<file path="src/rtl/pong_cmd_pkg.sv">
// Shared constants for the Pong remote-control frame decoder: header byte, opcodes, FSM states.
// Pure definitions, no logic; imported by the decoder and its interface users.
package pong_cmd_pkg;

    localparam logic [7:0] c_HDR      = 8'hA5;
    localparam logic [7:0] c_OP_START = 8'h01;
    localparam logic [7:0] c_OP_P1    = 8'h02;
    localparam logic [7:0] c_OP_P2    = 8'h03;
    localparam logic [7:0] c_OP_STOP  = 8'h04;

    typedef enum logic [1:0] {
        S_IDLE   = 2'd0,
        S_OPCODE = 2'd1,
        S_ARG    = 2'd2,
        S_CSUM   = 2'd3
    } cmd_state_t;

    function automatic logic op_known(input logic [7:0] op);
        return (op >= c_OP_START) && (op <= c_OP_STOP);
    endfunction

endpackage

</file>
<file path="src/rtl/pong_uart_cmd_decoder_if.sv">
// Received-byte stream from the UART receiver: byte plus one-cycle valid strobe.
// No backpressure: the consumer must take one byte per cycle.
interface pong_uart_cmd_decoder_if;
    logic [7:0] i_RX_Byte;
    logic       i_RX_DV;

    modport master (output i_RX_Byte, output i_RX_DV);
    modport slave  (input  i_RX_Byte, input  i_RX_DV);
endinterface

</file>
<file path="src/rtl/pong_cmd_hold_timer.sv">
// One player's remote paddle up/down levels with self-expiry after c_CLKS_HOLD cycles.
// Levels update one cycle after load/neutral/clear; no backpressure.
module pong_cmd_hold_timer #(
    parameter int c_CLKS_HOLD = 2_500_000
) (
    input  logic i_Clk,
    input  logic i_Rst_L,
    input  logic i_Load,
    input  logic i_Neutral,
    input  logic i_Up,
    input  logic i_Dn,
    input  logic i_Clear,
    output logic o_Up,
    output logic o_Dn
);

    localparam int c_CNT_W = (c_CLKS_HOLD > 1) ? $clog2(c_CLKS_HOLD) : 1;

    logic [c_CNT_W-1:0] r_cnt;
    logic               r_up;
    logic               r_dn;

    // A new command takes priority over expiry in the same cycle.
    always_ff @(posedge i_Clk or negedge i_Rst_L) begin
        if (!i_Rst_L) begin
            r_cnt <= '0;
            r_up  <= 1'b0;
            r_dn  <= 1'b0;
        end else if (i_Clear) begin
            r_cnt <= '0;
            r_up  <= 1'b0;
            r_dn  <= 1'b0;
        end else if (i_Load || i_Neutral) begin
            r_cnt <= c_CNT_W'(c_CLKS_HOLD - 1);
            r_up  <= i_Load & i_Up;
            r_dn  <= i_Load & i_Dn;
        end else if (r_cnt != '0) begin
            r_cnt <= r_cnt - 1'b1;
        end else begin
            r_up  <= 1'b0;
            r_dn  <= 1'b0;
        end
    end

    assign o_Up = r_up;
    assign o_Dn = r_dn;

endmodule

</file>
<file path="src/rtl/pong_uart_cmd_decoder.sv">
// Decodes A5-framed UART commands into game start/stop pulses and self-expiring paddle levels; outputs registered,
// one cycle after the final byte strobe; no backpressure. PONG_CMD_CHECKSUM_EN selects the 4-byte checksummed frame.
module pong_uart_cmd_decoder
    import pong_cmd_pkg::*;
#(
    parameter int c_CLKS_HOLD    = 2_500_000,
    parameter int c_CLKS_TIMEOUT = 25_000
) (
    input  logic                          i_Clk,
    input  logic                          i_Rst_L,
    pong_uart_cmd_decoder_if.slave        rx,
    output logic                          o_Game_Start,
    output logic                          o_Game_Stop,
    output logic                          o_Paddle_Up_P1,
    output logic                          o_Paddle_Dn_P1,
    output logic                          o_Paddle_Up_P2,
    output logic                          o_Paddle_Dn_P2,
    output logic [7:0]                    o_Err_Count
);

    localparam int c_TO_W = (c_CLKS_TIMEOUT > 1) ? $clog2(c_CLKS_TIMEOUT) : 1;

    cmd_state_t        r_state;
    cmd_state_t        w_state_nxt;
    logic [7:0]        r_opcode;
    logic [c_TO_W-1:0] r_to_cnt;
    logic [7:0]        r_err_count;
    logic              r_start;
    logic              r_stop;

    logic              w_exec;
    logic              w_err;
    logic              w_timeout;
    logic [1:0]        w_arg_lo;
    logic              w_neutral;

`ifdef PONG_CMD_CHECKSUM_EN
    logic [7:0]        r_arg;
    assign w_arg_lo = r_arg[1:0];
`else
    // Without a checksum byte the arg byte itself triggers execution.
    assign w_arg_lo = rx.i_RX_Byte[1:0];
`endif

    assign w_timeout = (r_state != S_IDLE) && !rx.i_RX_DV
                       && (r_to_cnt == c_TO_W'(c_CLKS_TIMEOUT - 1));

    always_comb begin
        w_state_nxt = r_state;
        w_exec      = 1'b0;
        w_err       = 1'b0;
        case (r_state)
            S_IDLE: begin
                if (rx.i_RX_DV && rx.i_RX_Byte == c_HDR)
                    w_state_nxt = S_OPCODE;
            end
            S_OPCODE: begin
                if (rx.i_RX_DV) begin
                    w_state_nxt = S_ARG;
                end else if (w_timeout) begin
                    w_state_nxt = S_IDLE;
                    w_err       = 1'b1;
                end
            end
            S_ARG: begin
                if (rx.i_RX_DV) begin
`ifdef PONG_CMD_CHECKSUM_EN
                    w_state_nxt = S_CSUM;
`else
                    w_state_nxt = S_IDLE;
                    w_exec      = op_known(r_opcode);
                    w_err       = !op_known(r_opcode);
`endif
                end else if (w_timeout) begin
                    w_state_nxt = S_IDLE;
                    w_err       = 1'b1;
                end
            end
            S_CSUM: begin
`ifdef PONG_CMD_CHECKSUM_EN
                if (rx.i_RX_DV) begin
                    w_state_nxt = S_IDLE;
                    if ((rx.i_RX_Byte == (r_opcode ^ r_arg)) && op_known(r_opcode))
                        w_exec = 1'b1;
                    else
                        w_err  = 1'b1;
                end else if (w_timeout) begin
                    w_state_nxt = S_IDLE;
                    w_err       = 1'b1;
                end
`else
                w_state_nxt = S_IDLE;
`endif
            end
            default: w_state_nxt = S_IDLE;
        endcase
    end

    always_ff @(posedge i_Clk or negedge i_Rst_L) begin
        if (!i_Rst_L) begin
            r_state     <= S_IDLE;
            r_opcode    <= '0;
            r_to_cnt    <= '0;
            r_err_count <= '0;
            r_start     <= 1'b0;
            r_stop      <= 1'b0;
        end else begin
            r_state <= w_state_nxt;
            if (r_state == S_OPCODE && rx.i_RX_DV)
                r_opcode <= rx.i_RX_Byte;
            // Counts idle cycles only while a frame is in progress.
            if (rx.i_RX_DV || r_state == S_IDLE || w_state_nxt == S_IDLE)
                r_to_cnt <= '0;
            else
                r_to_cnt <= r_to_cnt + 1'b1;
            if (w_err && r_err_count != 8'hFF)
                r_err_count <= r_err_count + 1'b1;
            r_start <= w_exec && (r_opcode == c_OP_START);
            r_stop  <= w_exec && (r_opcode == c_OP_STOP);
        end
    end

`ifdef PONG_CMD_CHECKSUM_EN
    always_ff @(posedge i_Clk or negedge i_Rst_L) begin
        if (!i_Rst_L)
            r_arg <= '0;
        else if (r_state == S_ARG && rx.i_RX_DV)
            r_arg <= rx.i_RX_Byte;
    end
`endif

    assign w_neutral = (w_arg_lo == 2'b11);

    pong_cmd_hold_timer #(.c_CLKS_HOLD(c_CLKS_HOLD)) u_hold_p1 (
        .i_Clk     (i_Clk),
        .i_Rst_L   (i_Rst_L),
        .i_Load    (w_exec && r_opcode == c_OP_P1 && !w_neutral),
        .i_Neutral (w_exec && r_opcode == c_OP_P1 &&  w_neutral),
        .i_Up      (w_arg_lo[0]),
        .i_Dn      (w_arg_lo[1]),
        .i_Clear   (w_exec && r_opcode == c_OP_STOP),
        .o_Up      (o_Paddle_Up_P1),
        .o_Dn      (o_Paddle_Dn_P1)
    );

    pong_cmd_hold_timer #(.c_CLKS_HOLD(c_CLKS_HOLD)) u_hold_p2 (
        .i_Clk     (i_Clk),
        .i_Rst_L   (i_Rst_L),
        .i_Load    (w_exec && r_opcode == c_OP_P2 && !w_neutral),
        .i_Neutral (w_exec && r_opcode == c_OP_P2 &&  w_neutral),
        .i_Up      (w_arg_lo[0]),
        .i_Dn      (w_arg_lo[1]),
        .i_Clear   (w_exec && r_opcode == c_OP_STOP),
        .o_Up      (o_Paddle_Up_P2),
        .o_Dn      (o_Paddle_Dn_P2)
    );

    assign o_Game_Start = r_start;
    assign o_Game_Stop  = r_stop;
    assign o_Err_Count  = r_err_count;

endmodule

</file>
<file path="src/flat_wrapper.sv">
// flat-port wrapper written by rule: the top's interface ports become plain ports
module pong_uart_cmd_decoder_flat import pong_cmd_pkg::*;
#(
    parameter int c_CLKS_HOLD    = 2_500_000,
    parameter int c_CLKS_TIMEOUT = 25_000
)
  (i_Clk, i_Rst_L, o_Game_Start, o_Game_Stop, o_Paddle_Up_P1, o_Paddle_Dn_P1, o_Paddle_Up_P2, o_Paddle_Dn_P2, o_Err_Count, rx_i_RX_Byte, rx_i_RX_DV);
  pong_uart_cmd_decoder_if rx_i ();
  input  logic i_Clk;
  input  logic i_Rst_L;
  output logic o_Game_Start;
  output logic o_Game_Stop;
  output logic o_Paddle_Up_P1;
  output logic o_Paddle_Dn_P1;
  output logic o_Paddle_Up_P2;
  output logic o_Paddle_Dn_P2;
  output logic [7:0] o_Err_Count;
  input wire logic [$bits(rx_i.i_RX_Byte)-1:0] rx_i_RX_Byte;
  input wire logic [$bits(rx_i.i_RX_DV)-1:0] rx_i_RX_DV;
  assign rx_i.i_RX_Byte = rx_i_RX_Byte;
  assign rx_i.i_RX_DV = rx_i_RX_DV;
  pong_uart_cmd_decoder #(.c_CLKS_HOLD(c_CLKS_HOLD), .c_CLKS_TIMEOUT(c_CLKS_TIMEOUT)) u_core (.i_Clk(i_Clk), .i_Rst_L(i_Rst_L), .rx(rx_i), .o_Game_Start(o_Game_Start), .o_Game_Stop(o_Game_Stop), .o_Paddle_Up_P1(o_Paddle_Up_P1), .o_Paddle_Dn_P1(o_Paddle_Dn_P1), .o_Paddle_Up_P2(o_Paddle_Up_P2), .o_Paddle_Dn_P2(o_Paddle_Dn_P2), .o_Err_Count(o_Err_Count));
endmodule
</file>
<file path="config.mk">
export PLATFORM = sky130hd
export DESIGN_NAME = pong_uart_cmd_decoder_flat
export DESIGN_NICKNAME = d
export VERILOG_FILES = /design/src/rtl/pong_cmd_pkg.sv /design/src/rtl/pong_uart_cmd_decoder_if.sv /design/src/rtl/pong_cmd_hold_timer.sv /design/src/rtl/pong_uart_cmd_decoder.sv /design/src/flat_wrapper.sv
export SDC_FILE = /design/constraint.sdc
export NUM_CORES = 1
export LEC_CHECK = 0
export ABC_AREA = 1
export CAP_MARGIN = 20
export CORE_MARGIN = 10
export CORE_UTILIZATION = 52
export DETAILED_ROUTE_END_ITERATION = 10
export PLACE_DENSITY = 0.77
export SLEW_MARGIN = 20
export SYNTH_ARGS = -nofsm -noshare
export SYNTH_HDL_FRONTEND = slang
export SYNTH_HIERARCHICAL = 1
export SYNTH_SLANG_ARGS = --single-unit
</file>
<file path="constraint.sdc">
create_clock -name i_Clk -period 2.3 [get_ports i_Clk]
set_input_delay 0.46 -clock i_Clk [delete_from_list [all_inputs] [get_ports i_Clk]]
set_output_delay 0.46 -clock i_Clk [all_outputs]
set_load 0.01 [all_outputs]
</file>
[After elaboration in Yosys (flattened, before gate mapping)]
Index checks and enable logic that the tools add are counted.
Storage, ports and cells
  register bits after elaboration: 83
  latch bits: 0
  RAM bits: 0
  ROM bits: 0
  output and inout port bits: 14
  word-level logic and storage cells: 91
  memories: 0
Operators by class
  $add $sub $neg: 4
  $mul: 0
  divide/modulo/power cells: 0
  $lt $le $gt $ge: 2
  equality and inequality tests: 13
  shift operators: 0
  mux-type cells: 28
  bitwise logic cells: 4
  reduce and logical (&&, ||, !) cells: 28
Operators by type and width (number)
  22-bit two-way mux: 6
  22-bit nonzero test: 2
  22-bit by 1-bit subtractor with 22-bit output, second input constant: 2
  8-bit by 2-bit == test with 1-bit output, second input constant: 2
  15-bit by 1-bit adder with 15-bit output, second input constant: 1
  15-bit == test, second input constant: 1
  1-bit two-way mux: 15
  15-bit two-way mux: 1
  1-bit logical AND: 14
  8-bit by 1-bit adder with 8-bit output, second input constant: 1
  8-bit by 1-bit == test with 1-bit output, second input constant: 1
  8-bit by 3-bit == test with 1-bit output, second input constant: 1
  8-bit == test, second input constant: 1
  8-bit by 1-bit >= comparator with 1-bit output, second input constant: 1
  8-bit by 3-bit <= comparator with 1-bit output, second input constant: 1
  2-bit two-way mux: 4
  8-bit inequality test, second input constant: 1
  2-bit one-hot mux with 4 select lines: 1
  2-bit == test, second input constant: 3
  3-bit nonzero test: 2
  1-bit AND: 4
  2-bit zero test: 2
  1-bit logical OR: 4
  1-bit zero test: 3
  5 further kinds: 5

[Logic depth before layout (Yosys ltp)]
Gate-level depths: netlist of the first run.
  depth after elaboration: 9
  depth in mapped cells: 15

[By module]
The synthesis of the first run kept the hierarchy.
By module, submodules not included
  pong_cmd_hold_timer: instances 2, cells each 209, area an instance 1430.1 um2, sequential area each 600.6 um2
  pong_uart_cmd_decoder: instances 1, cells each 235, area an instance 1891.8 um2, sequential area each 875.8 um2

[Least setup slack after synthesis of the first run]
No wires, ideal clock.
  path type: register -> register
  start point: register u_core.r_opcode[2]
  end point: register u_core.u_hold_p1.r_cnt[0]
  arrival time: 1.847 ns
  required time: 2.235 ns
  setup slack: 0.388 ns
  stages on the path, launching flop included: 15
  period minus slack after synthesis: 1.912 ns
  cell sequence: dfrtp_1 -> or2_0 -> nor2_1 -> nand2_1 -> nand2_1 -> nand3_1 -> nor2_1 -> nand3_1 -> nor2_1 -> nor2_1 -> nand2_1 -> nor2_2 -> nor2_2 -> nand2_1 -> nand2_1
On the way
  cells in the longest elaborated chain, start to end: 9
  elaborated cells on any way between the ends: 15
  those cells by class: order compare (2); eq/ne (2); mux (4); reduce/logical (7)
Ends and longest elaborated chain
  start: declaration: line pong_uart_cmd_decoder.sv:25  | logic [7:0] r_opcode;
  start signal: assignment: line pong_uart_cmd_decoder.sv:110  | r_opcode <= rx.i_RX_Byte;
  8-bit by 1-bit >= comparator with 1-bit output / 8-bit by 3-bit <= comparator with 1-bit output (equally long branches): line pong_cmd_pkg.sv:19  | return (op >= c_OP_START) && (op <= c_OP_STOP);
  1-bit logical AND: line pong_cmd_pkg.sv:19
  1-bit two-way mux: line pong_uart_cmd_decoder.sv:66  | if (rx.i_RX_DV) begin
  1-bit two-way mux: line pong_uart_cmd_decoder.sv:52  | case (r_state)
  1-bit logical AND: line pong_uart_cmd_decoder.sv:137, pong_uart_cmd_decoder.sv:138
  1-bit logical AND, on equally long branches: line pong_uart_cmd_decoder.sv:137, pong_uart_cmd_decoder.sv:138
  1-bit logical OR: line pong_cmd_hold_timer.sv:33  | end else if (i_Load || i_Neutral) begin
  22-bit two-way mux: line pong_cmd_hold_timer.sv:33
  22-bit two-way mux: line pong_cmd_hold_timer.sv:29  | end else if (i_Clear) begin
  end signal: assignment: line pong_cmd_hold_timer.sv:34  | r_cnt <= c_CNT_W'(c_CLKS_HOLD - 1);
  end signal: assignment: line pong_cmd_hold_timer.sv:38  | r_cnt <= r_cnt - 1'b1;
  end: declaration: line pong_cmd_hold_timer.sv:19  | logic [c_CNT_W-1:0] r_cnt;
Parallel ways exist; a longest one is shown, timed or not.
A chain may end at the register's enable or synchronous reset.

[Worst setup path after layout of the first run]
  start point: register u_core.r_opcode[2]
  end point: register u_core.u_hold_p1.r_cnt[10]
The elaborated chain is that of the path after synthesis.

==> metrics.txt, run 1 <==
Final min period=around 2.1 ns; CP Capture Point=u_core/u_hold_p1/r_cnt[10]; Sink Count=between 80 and 90; FP Rows=34; Total GRT Usage=roughly 17%; reg-to-reg slack, setup=0.18 ns; fraction of layout cells with a size suffix above 1=10.23%; post-route ant nets=0; DRC=0; final global-route overflow total=0; # IOs=25; largest net degree at the start of global routing=50; clock skew=0.01385 ns; CP Data Arrival Time=about 2.4 ns; H-tree lvl count=3; Distinct cells, synth=30; diode count=0; measured slew at the worst slew-check pin=0.4743 ns; startpoint types=flop; first-pass GRT wire length=around 19000 um; PortBufs=24; Worst Path Required=2.59 ns; WL per Instance=roughly 13 um; vias in the first global route=approximately 4200; Slew headroom=a little under 70%; Gate Count Post-Synth=roughly 650; critical path peak fanout=7; TritonCTS buffer count=9; Seq cells post-synth=83; Crit Path Class=flop to flop; Synth Area per Inst=between 7 and 8 um^2; CP bufs+invs=1; Worst R2R Path Depth=12; most frequent cells in the layout=nand2_1, nor2_1, dfrtp_1; Core Area=roughly 0.009 mm^2; post-route setup slack=~0.18 ns; dpl ws=-0.2298 ns; Worst setup EP type=flop; Worst-path clk slew=around 0.09 ns; Root Buffer=clkbuf_8; CTS tree=built; P_leak=around 0.0028 uW; final setup fails=0; Die Y=115.6 um; CP max stage cell=dfrtp_1; clock tree buffer depth=2; Synth Cell Area=0.004752 mm^2; sequential fraction of the synthesis area=between 40 and 50%; gp weighted congestion=about 0.93; most common cell after layout, fill and taps aside=nand2_1; max_cap viols=0; Power Density=about 570 mW/mm^2; Horiz. Die Dim=roughly 120 um; P&R area growth vs syn=15.32%; first-pass iteration count of the detailed router=5; f_max=about 470 MHz; Hold Path Class=primary input to asynchronous set/reset pin; critical path depth in cells=12; net count reported at finish=717; final WL=between 10000 and 15000 um; Largest delay share family, worst path=simple AND/OR/NAND/NOR gates; initial antenna violation count=0; crit path from=u_core/r_opcode[2]; Min Hold Slack=around 0.050 ns; VDD IR max=about 0.00034 V; Tcrit/Tclk final=92.13%; Final Max Slew Viols=0; 1st-iter DRT viols=245; Yosys warnings=6; Avg Vias per Cell=roughly 5.2; reg2reg end=u_core/u_hold_p1/r_cnt[10]; fillers=770; # hold bufs at CTS=0; Hold Violations, Final=0; hpwl dp=a little under 8000 um; initial core utilization=between 50% and 60%; reg2reg start=u_core/r_opcode[2]; Die ar.=0.01336 mm^2; status=completed; Max stage delay on crit path=a little under 0.4 ns; routed vias=4244; CP cell instances=or2_0 > nor2_2 > nand2_1 > nand2_1 > nand3_1 > nor2_1 > nand3_1 > nor2_2 > nor2_4 > inv_1 > o21ai_2 > a21oi_1; syn nets=between 600 and 700; Clk Latency, worst-skew pair=0.36 ns
-- kinds of logic after synthesis --
family                   after synthesis  synth area share [%]
XOR/XNOR                              23                 4.239
AND/OR/NAND/NOR                      415                 37.73
flip-flops                            83                 43.71
AO/OA/AOI/OAI                         38                 4.450
adder cells (fa/ha/maj)                7                 1.843
multiplexers                           4                0.9478
buffers and inverters                 83                 7.082
-- registers in the layout, indices dropped and copies added (netlist names), 2 cells and up --
register,flops
u_core/o_Err_Count,8
u_core/r_opcode,8
u_core/r_state,2
u_core/r_to_cnt,15
u_core/u_hold_p2/r_cnt,22
u_core/u_hold_p1/r_cnt,22
-- layer usage --
metal / vias to the layer above / share of wire, % / GRT usage, %
met2: 111 / 46 / 28.03
met1: 1977 / 46 / 21.58
li1: 2141 / - / -
met5: - / 0 / 0
met3: 15 / 6.2 / 4.238
met4: 0 / 1.3 / 5.490
-- through the flow --
| step | instance area (um^2) | setup TNS, ns | util [%] | total power [uW] | instances |
|---|---|---|---|---|---|
| final | 5480 | 0 | 62.23 | 3133 | 812 |
| after global routing | 5480 | -0.004554 | 62.23 | 3287 | 812 |
| after CTS | 5436 | 0 | 61.74 | 3152 | 812 |
| after detailed placement | 5218 | -7.050 | 59.25 | 2034 | 796 |
| after global placement | 5218 | -4.532 | 59.25 | 2015 | 796 |
| after floorplan | 4752 | 0 | - | 1897 | 653 |
-- worst min-delay path by stage --
stage	startpoint	to	slack, ns	depth (start not counted)
after floorplan	i_Rst_L	u_core/o_Err_Count[0]	0.16	0
after global placement	u_core/r_to_cnt[0]	u_core/r_to_cnt[0]	0.44	1
after detailed placement	i_Rst_L	u_core/u_hold_p2/r_cnt[6]	0.45	1
after CTS	i_Rst_L	u_core/u_hold_p2/r_cnt[6]	0.05	1
after global routing	i_Rst_L	u_core/u_hold_p2/r_cnt[6]	0.07	1
final	i_Rst_L	u_core/u_hold_p2/r_cnt[16]	0.05	1
-- cell usage after synthesis --
cell / instances / area share (%)
a21oi_1: 22 / 2.3
or2_0: 1 / 0.13
nand3b_1: 3 / 0.47
mux2_2: 4 / 0.95
ha_1: 7 / 1.8
nand3_1: 59 / 6.2
o21ai_2: 3 / 0.55
o21ai_0: 11 / 1.2
nor2_1: 143 / 11
xor2_1: 17 / 3.1
and2_1: 2 / 0.26
nand4_1: 16 / 2.1
a31oi_2: 1 / 0.26
or2_1: 2 / 0.26
nor3_1: 5 / 0.53
o21bai_1: 1 / 0.16
inv_1: 76 / 6.0
nand2_1: 163 / 13
buf_6: 3 / 0.71
nor3_2: 2 / 0.42
clkbuf_1: 1 / 0.079
or2_2: 1 / 0.13
nand2_2: 3 / 0.39
buf_2: 2 / 0.21
nor2_2: 8 / 1.1
inv_2: 1 / 0.079
nor2_4: 4 / 0.95
dfrtp_1: 83 / 44
xnor2_1: 6 / 1.1
nand3_2: 3 / 0.63
-- cell type report --
type / count / area [um^2] / share of cell area, %
Multi-Input combinational cell: 487 / 2387 / 43.56
Sequential cell: 83 / 2077 / 37.90
Timing Repair Buffer: 41 / 377.9 / 6.895
Inverter: 77 / 289.0 / 5.274
Clock buffer: 13 / 168.9 / 3.082
Tap cell: 108 / 135.1 / 2.466
Clock inverter: 3 / 45.04 / 0.8219
-- power by group --
group,total (uW),switching (uW),internal [uW]
logic,363,219,144
clock network,1120,531,592
registers,1650,82.1,1570
total,3130,832,2300
-- what timing repair did --
| item | in CTS | in global routing |
|---|---|---|
| resized for setup | 2 | 12 |
| setup endpoints to repair | 18 | 37 |
| buffers inserted | 0 | 0 |
| hold endpoints to repair | 0 | 0 |
Note: power is estimated with default switching activity, not from simulation.
==> run 2, diff against run 1 <==
--- a/config.mk
+++ b/config.mk
@@ -9,6 +9,7 @@
 export CAP_MARGIN = 20
 export CORE_MARGIN = 10
 export CORE_UTILIZATION = 52
+export CTS_BUF_LIST = sky130_fd_sc_hd__clkbuf_8
 export DETAILED_ROUTE_END_ITERATION = 10
 export PLACE_DENSITY = 0.77
 export SLEW_MARGIN = 20
==> run 2 against run 1 <==
- maximum frequency about the same
- core utilization unchanged
- routed wire length about the same
- die area unchanged
- via count unchanged
- clock power about the same
- clock-buffer cell count decreased by 1
- clock skew unchanged
- global-route usage unchanged
- first-iteration DRC count unchanged
- largest cell class unchanged
==> metrics.txt, run 2 (synthesis gave the netlist of run 1 again) <==
# hold bufs at CTS=0 (unchanged); CP cell instances=or2_0 > nor2_2 > nand2_1 > nand2_1 > nand3_1 > nor2_1 > nand3_1 > nor2_2 > nor2_4 > inv_1 > o21ai_2 > a21oi_1; fin cells=812 (unchanged); most frequent cells in the layout=nand2_1, nor2_1, dfrtp_1; switching share of power=26.60% (+0.041 points); Largest delay share family, worst path=simple AND/OR/NAND/NOR gates; final WL=10550 um (about the same); post-route setup slack=0.1807 ns (-0.0002330 ns); startpoint types=flop; fillers=770 (unchanged); Worst Path Required=2.59 ns (about the same); Flop pwr share=52.7% (about the same); FP Rows=34 (unchanged); clock skew=0.01385 ns (unchanged); CTS tree=built; Total GRT Usage=17.05% (unchanged); gp weighted congestion=0.9283 (unchanged); Clk Latency, worst-skew pair=0.36 ns (about the same); Int Pwr=2296 uW (-0.19%); P_leak=0.002820 uW (+0.15%); Hold Violations, Final=0 (unchanged); P&R area growth vs syn=15.32% (unchanged); 1st-iter DRT viols=245 (unchanged); Die Y=115.6 um (unchanged); Power Density=570.9 mW/mm^2 (-0.14%); Final min period=2.119 ns (+0.0002330 ns); WL per Instance=13.00 um (about the same); Sink Count=83 (unchanged); Worst-path clk slew=0.09 ns (about the same); Comb pwr share=11.6% (about the same); Avg Vias per Cell=5.227 (unchanged); Core Area=0.008806 mm^2 (unchanged); largest net degree at the start of global routing=50 (unchanged); Clock Power Share=35.7% (about the same); measured slew at the worst slew-check pin=0.4743 ns (unchanged); # IOs=25 (unchanged); initial core utilization=53.96% (unchanged); fraction of layout cells with a size suffix above 1=10.23% (unchanged); initial antenna violation count=0 (unchanged); Root Buffer=clkbuf_8; Horiz. Die Dim=115.6 um (unchanged); H-tree lvl count=3 (unchanged); net count reported at finish=717 (unchanged); Hold Path Class=primary input to asynchronous set/reset pin; first-pass iteration count of the detailed router=5 (unchanged); most common cell after layout, fill and taps aside=nand2_1; VDD IR max=0.0003405 V (about the same); Tcrit/Tclk final=92.14% (about the same); Power, Total=3129 uW (-0.14%); utilization after layout=62.23% (unchanged); diode count=0 (unchanged); Slew headroom=68.38% (unchanged); Worst setup EP type=flop; max_cap viols=0 (unchanged); first-pass GRT wire length=18810 um (unchanged); final setup fails=0 (unchanged); CP max stage cell=dfrtp_1; Die ar.=0.01336 mm^2 (unchanged); hpwl dp=7867 um (unchanged); CP Data Arrival Time=2.41 ns (about the same); TritonCTS buffer count=9 (unchanged); CP bufs+invs=1 (unchanged); Crit Path Class=flop to flop; post-route ant nets=0 (unchanged); final global-route overflow total=0 (unchanged); Cells after DPL=796 (unchanged); Max stage delay on crit path=0.39 ns (about the same); vias in the first global route=4216 (unchanged); DRC=0 (unchanged); PortBufs=24 (unchanged); Final Max Slew Viols=0 (unchanged); biggest regs=u_core/u_hold_p1/r_cnt x22, u_core/u_hold_p2/r_cnt x22, u_core/r_to_cnt x15; switching pwr=832.3 uW (about the same); status=completed; Min Hold Slack=0.05006 ns (unchanged); clock tree buffer depth=2 (unchanged); Post-CTS Setup Inserts=0 (unchanged); critical path peak fanout=7 (unchanged); routed vias=4244 (unchanged); dpl ws=-0.2298 ns (unchanged); f_max=471.9 MHz (about the same)
## run 2: cell count changes in the layout (fill, tap and decap cells not counted)
cell,before,now
clkbuf_1,1,0
inv_1,76,77
## run 2: power groups by stage
| stage | sequential (uW) | clock [uW] | combinational [uW] |
|---|---|---|---|
| after floorplan | 1650 | 0 | 246 |
| after global placement | 1670 | 0 | 348 |
| after detailed placement | 1670 | 0 | 363 |
| after CTS | 1650 | 1140 | 362 |
| after global routing | 1660 | 1200 | 417 |
| final | 1650 | 1120 | 363 |
## run 2: metrics by stage
stage | area [um^2] | TNS (ns)
5_1_grt | 5480 | -0.004716
3_3_place_gp | 5218 | -4.532
4_1_cts | 5436 | 0
2_1_floorplan | 4752 | 0
6_report | 5480 | 0
3_5_place_dp | 5218 | -7.050
## run 2: metal layers
layer  GRT usage, %  share of wire, %  vias to the layer above
li1               -                 -                     2141
met5              0                 0                        -
met4          5.490               1.3                        0
met3          4.238               6.2                       15
met1          21.58                46                     1977
met2          28.03                47                      111
## run 2: worst paths after layout
kind | startpoint | to | slack (ns) | depth (start not counted)
setup reg to reg | u_core/r_opcode[2] | u_core/u_hold_p1/r_cnt[10] | 0.18 | 12
min in group i_Clk | u_core/r_to_cnt[0] | u_core/r_to_cnt[0] | 0.46 | 1
max in group asynchronous | i_Rst_L | u_core/r_to_cnt[11] | 1.63 | 2
hold / removal | i_Rst_L | u_core/u_hold_p2/r_cnt[16] | 0.05 | 1
setup / recovery | u_core/r_opcode[2] | u_core/u_hold_p1/r_cnt[10] | 0.18 | 12
hold reg to reg | u_core/r_to_cnt[0] | u_core/r_to_cnt[0] | 0.46 | 1
## run 2: what timing repair did
| action | CTS | global route |
|---|---|---|
| pin swaps | 0 | 0 |
| endpoints found under the hold margin | 0 | 0 |
| gates resized for setup | 2 | 12 |
| endpoints found under the setup margin | 18 | 37 |
## run 2: cell type report
class / instances / area [um^2] / area share, %
sequential: 83 / 2077 / 37.90
inverter: 77 / 289.0 / 5.274
timing repair buffer: 41 / 377.9 / 6.895
clock buffer: 12 / 165.2 / 3.014
tap: 108 / 135.1 / 2.466
clock inverter: 4 / 48.80 / 0.8904
multi-input combinational: 487 / 2387 / 43.56
==> run 3, diff against run 2 <==
--- a/config.mk
+++ b/config.mk
@@ -11,6 +11,7 @@
 export CORE_UTILIZATION = 52
 export CTS_BUF_LIST = sky130_fd_sc_hd__clkbuf_8
 export DETAILED_ROUTE_END_ITERATION = 10
+export GPL_TIMING_DRIVEN = 0
 export PLACE_DENSITY = 0.77
 export SLEW_MARGIN = 20
 export SYNTH_ARGS = -nofsm -noshare
==> run 3 against run 2 <==
- global-route usage is 0.27 points lower
- via count is 0.68% lower
- sequential cell count stayed put
- combinational power is 5.8% higher
- maximum frequency is 1.2% lower
- die area stayed put
- non-clock buffer count is 7 lower
- register-to-register slack worse by 0.03 ns
- critical path depth is 2 higher
- hold slack worse by 0.0024 ns
- critical path type unchanged
- critical endpoint is now u_core/u_hold_p1/r_cnt[4]
- highest routed layer unchanged
==> metrics.txt, run 3 (synthesis gave the netlist of run 1 again) <==
Max stage delay on crit path=0.42 ns (+0.03 ns); Root Buffer=clkbuf_8; routed vias=4215 (-0.68%); CP cell instances=inv_2 > nand2_1 > nor3_2 > nand2_1 > nand2_1 > nand3_2 > nor2_4 > nand3_2 > nor2_2 > nor2_2 > buf_2 > o21ai_0 > a21oi_1 > nor2_1; fillers=796 (+3.4%); Total GRT Usage=16.78% (-0.27 points); PortBufs=24 (unchanged); Final min period=2.146 ns (+0.02639 ns); Power Density=554.6 mW/mm^2 (-2.9%); utilization after layout=61.81% (-0.43 points); most common cell after layout, fill and taps aside=nand2_1; final WL=10620 um (+0.64%); Reg area=0.002077 mm^2 (unchanged); CP Capture Point=u_core/u_hold_p1/r_cnt[4]; fraction of layout cells with a size suffix above 1=10.63% (+0.40 points); P&R area growth vs syn=14.53%; Area after DPL=0.005152 mm^2 (-1.2%); most frequent cells in the layout=nand2_1, nor2_1, dfrtp_1; Horiz. Die Dim=115.6 um (unchanged); post-route ant nets=0 (unchanged); Worst R2R Path Depth=14 (+2); CP Data Arrival Time=2.43 ns (+0.02 ns); # IOs=25 (unchanged); 1st-iter DRT viols=180 (-27%); Die Y=115.6 um (unchanged); final setup fails=0 (unchanged); hpwl dp=7732 um (-1.7%); initial antenna violation count=0 (unchanged); P_leak=0.002769 uW (-1.8%); post-route setup slack=0.1543 ns (-0.02639 ns); Clk Latency, worst-skew pair=0.35 ns (about the same); post-route design area=0.005443 mm^2 (-0.69%); final global-route overflow total=0 (unchanged); Avg Vias per Cell=5.243 (+0.30%); reg2reg end=u_core/u_hold_p1/r_cnt[4]; Die ar.=0.01336 mm^2 (unchanged); Slew headroom=69.09% (+0.71 points); f_max=466.1 MHz (-1.2%); Crit Path Class=flop to flop; DRC=0 (unchanged); Final Max Slew Viols=0 (unchanged); startpoint types=flop; H-tree lvl count=3 (unchanged); Worst setup EP type=flop; Most Frequent Cell on Critical Path=nand2_1; CP max stage cell=dfrtp_1; measured slew at the worst slew-check pin=0.4622 ns (-0.01209 ns); FP Rows=34 (unchanged); net count reported at finish=710 (-0.98%); # hold bufs at CTS=0 (unchanged); initial core utilization=53.96% (unchanged); diode count=0 (unchanged); Hold Violations, Final=0 (unchanged); VDD IR max=0.0003544 V (+4.1%); fin cells=804 (-0.99%); WL per Instance=13.21 um (+1.6%); Worst Path Required=2.58 ns (about the same); Hold Path Class=primary input to asynchronous set/reset pin; dpl ws=-0.6384 ns (-0.4087 ns); TritonCTS buffer count=9 (unchanged); area of the multi-input gates=0.002427 mm^2 (+1.7%); Cells after DPL=786 (-1.3%); reg2reg start=u_core/r_opcode[0]; vias in the first global route=4136 (-1.9%); crit path from=u_core/r_opcode[0]; Sink Count=83 (unchanged); biggest regs=u_core/u_hold_p1/r_cnt x22, u_core/u_hold_p2/r_cnt x22, u_core/r_to_cnt x15; reg-to-reg slack, setup=0.15 ns (-0.03 ns); max_cap viols=0 (unchanged); critical path peak fanout=10 (+3); largest net degree at the start of global routing=51 (+2.0%); Core Area=0.008806 mm^2 (unchanged); status=completed; clock tree buffer depth=2 (unchanged); Worst-path clk slew=0.08 ns (about the same); gp weighted congestion=0.9420 (+1.5%); Tcrit/Tclk final=93.29% (+1.1 points); CTS tree=built; first-pass iteration count of the detailed router=4 (-1); clock skew=0.01063 ns (-0.003220 ns); first-pass GRT wire length=18610 um (-1.1%)
-- run 3: changes by cell type in the layout (fill, tap and decap cells not counted), sizes merged --
cell / previous run / this run
buf: 18 / 10
bufinv: 1 / 0
clkbuf: 12 / 13
clkinv: 0 / 2
clkinvlp: 2 / 0
-- run 3: stage by stage --
stage	setup TNS [ns]	hold WS [ns]	total power, uW
5_1_grt	-0.03405	0.07304	3188
4_1_cts	0	0.05867	3001
3_5_place_dp	-20.03	0.4422	2025
6_report	0	0.04769	3019
2_1_floorplan	0	0.1644	1897
3_3_place_gp	-199.95	0.4480	2001
-- run 3: repair_timing --
item | in CTS | in global routing
gates resized for setup | 3 | 24
gates cloned | 0 | 0
setup endpoints to repair | 24 | 48
pin swaps | 0 | 6
buffers inserted | 0 | 3
-- run 3: layout make-up --
type,instances,share of cell area (%)
clock buffers,12,3.034
well taps,108,2.483
clock inverters,3,0.2529
multi-input cells,487,44.60
plain buffers,6,0.8736
flip-flops and latches,83,38.16
repair buffers,28,5.287
inverters,77,5.310
-- run 3: worst max-delay path, delay by kind of cell, from the launching register on --
| family | cells | cell delay (ns) |
|---|---|---|
| compound gates | 2 | 0.16 |
| buf+inv | 2 | 0.29 |
| flops | 1 | 0.42 |
| simple gates | 10 | 1.21 |
-- run 3: metal layers --
metal | wire, um | GRT usage (%)
met5 | 0 | 0
met2 | 5011 | 26.96
met3 | 499 | 3.049
met1 | 4980 | 22.26
met4 | 132 | 5.912
-- run 3: power breakdown --
group	switching (uW)	leakage (uW)	internal (uW)	total, uW
clock	508	0.0000994	468	977
sequential	92.0	0.00106	1570	1660
combinational	239	0.00161	146	384
-- run 3: worst min-delay path by stage --
stage                                  to  slack [ns]  cells after the start
2_1_floorplan       u_core/o_Err_Count[0]        0.16                      0
4_1_cts         u_core/u_hold_p2/r_cnt[6]        0.06                      1
3_5_place_dp   u_core/u_hold_p2/r_cnt[18]        0.44                      1
6_report        u_core/u_hold_p2/r_cnt[6]        0.05                      1
3_3_place_gp           u_core/r_to_cnt[0]        0.45                      1
5_1_grt         u_core/u_hold_p2/r_cnt[6]        0.07                      1
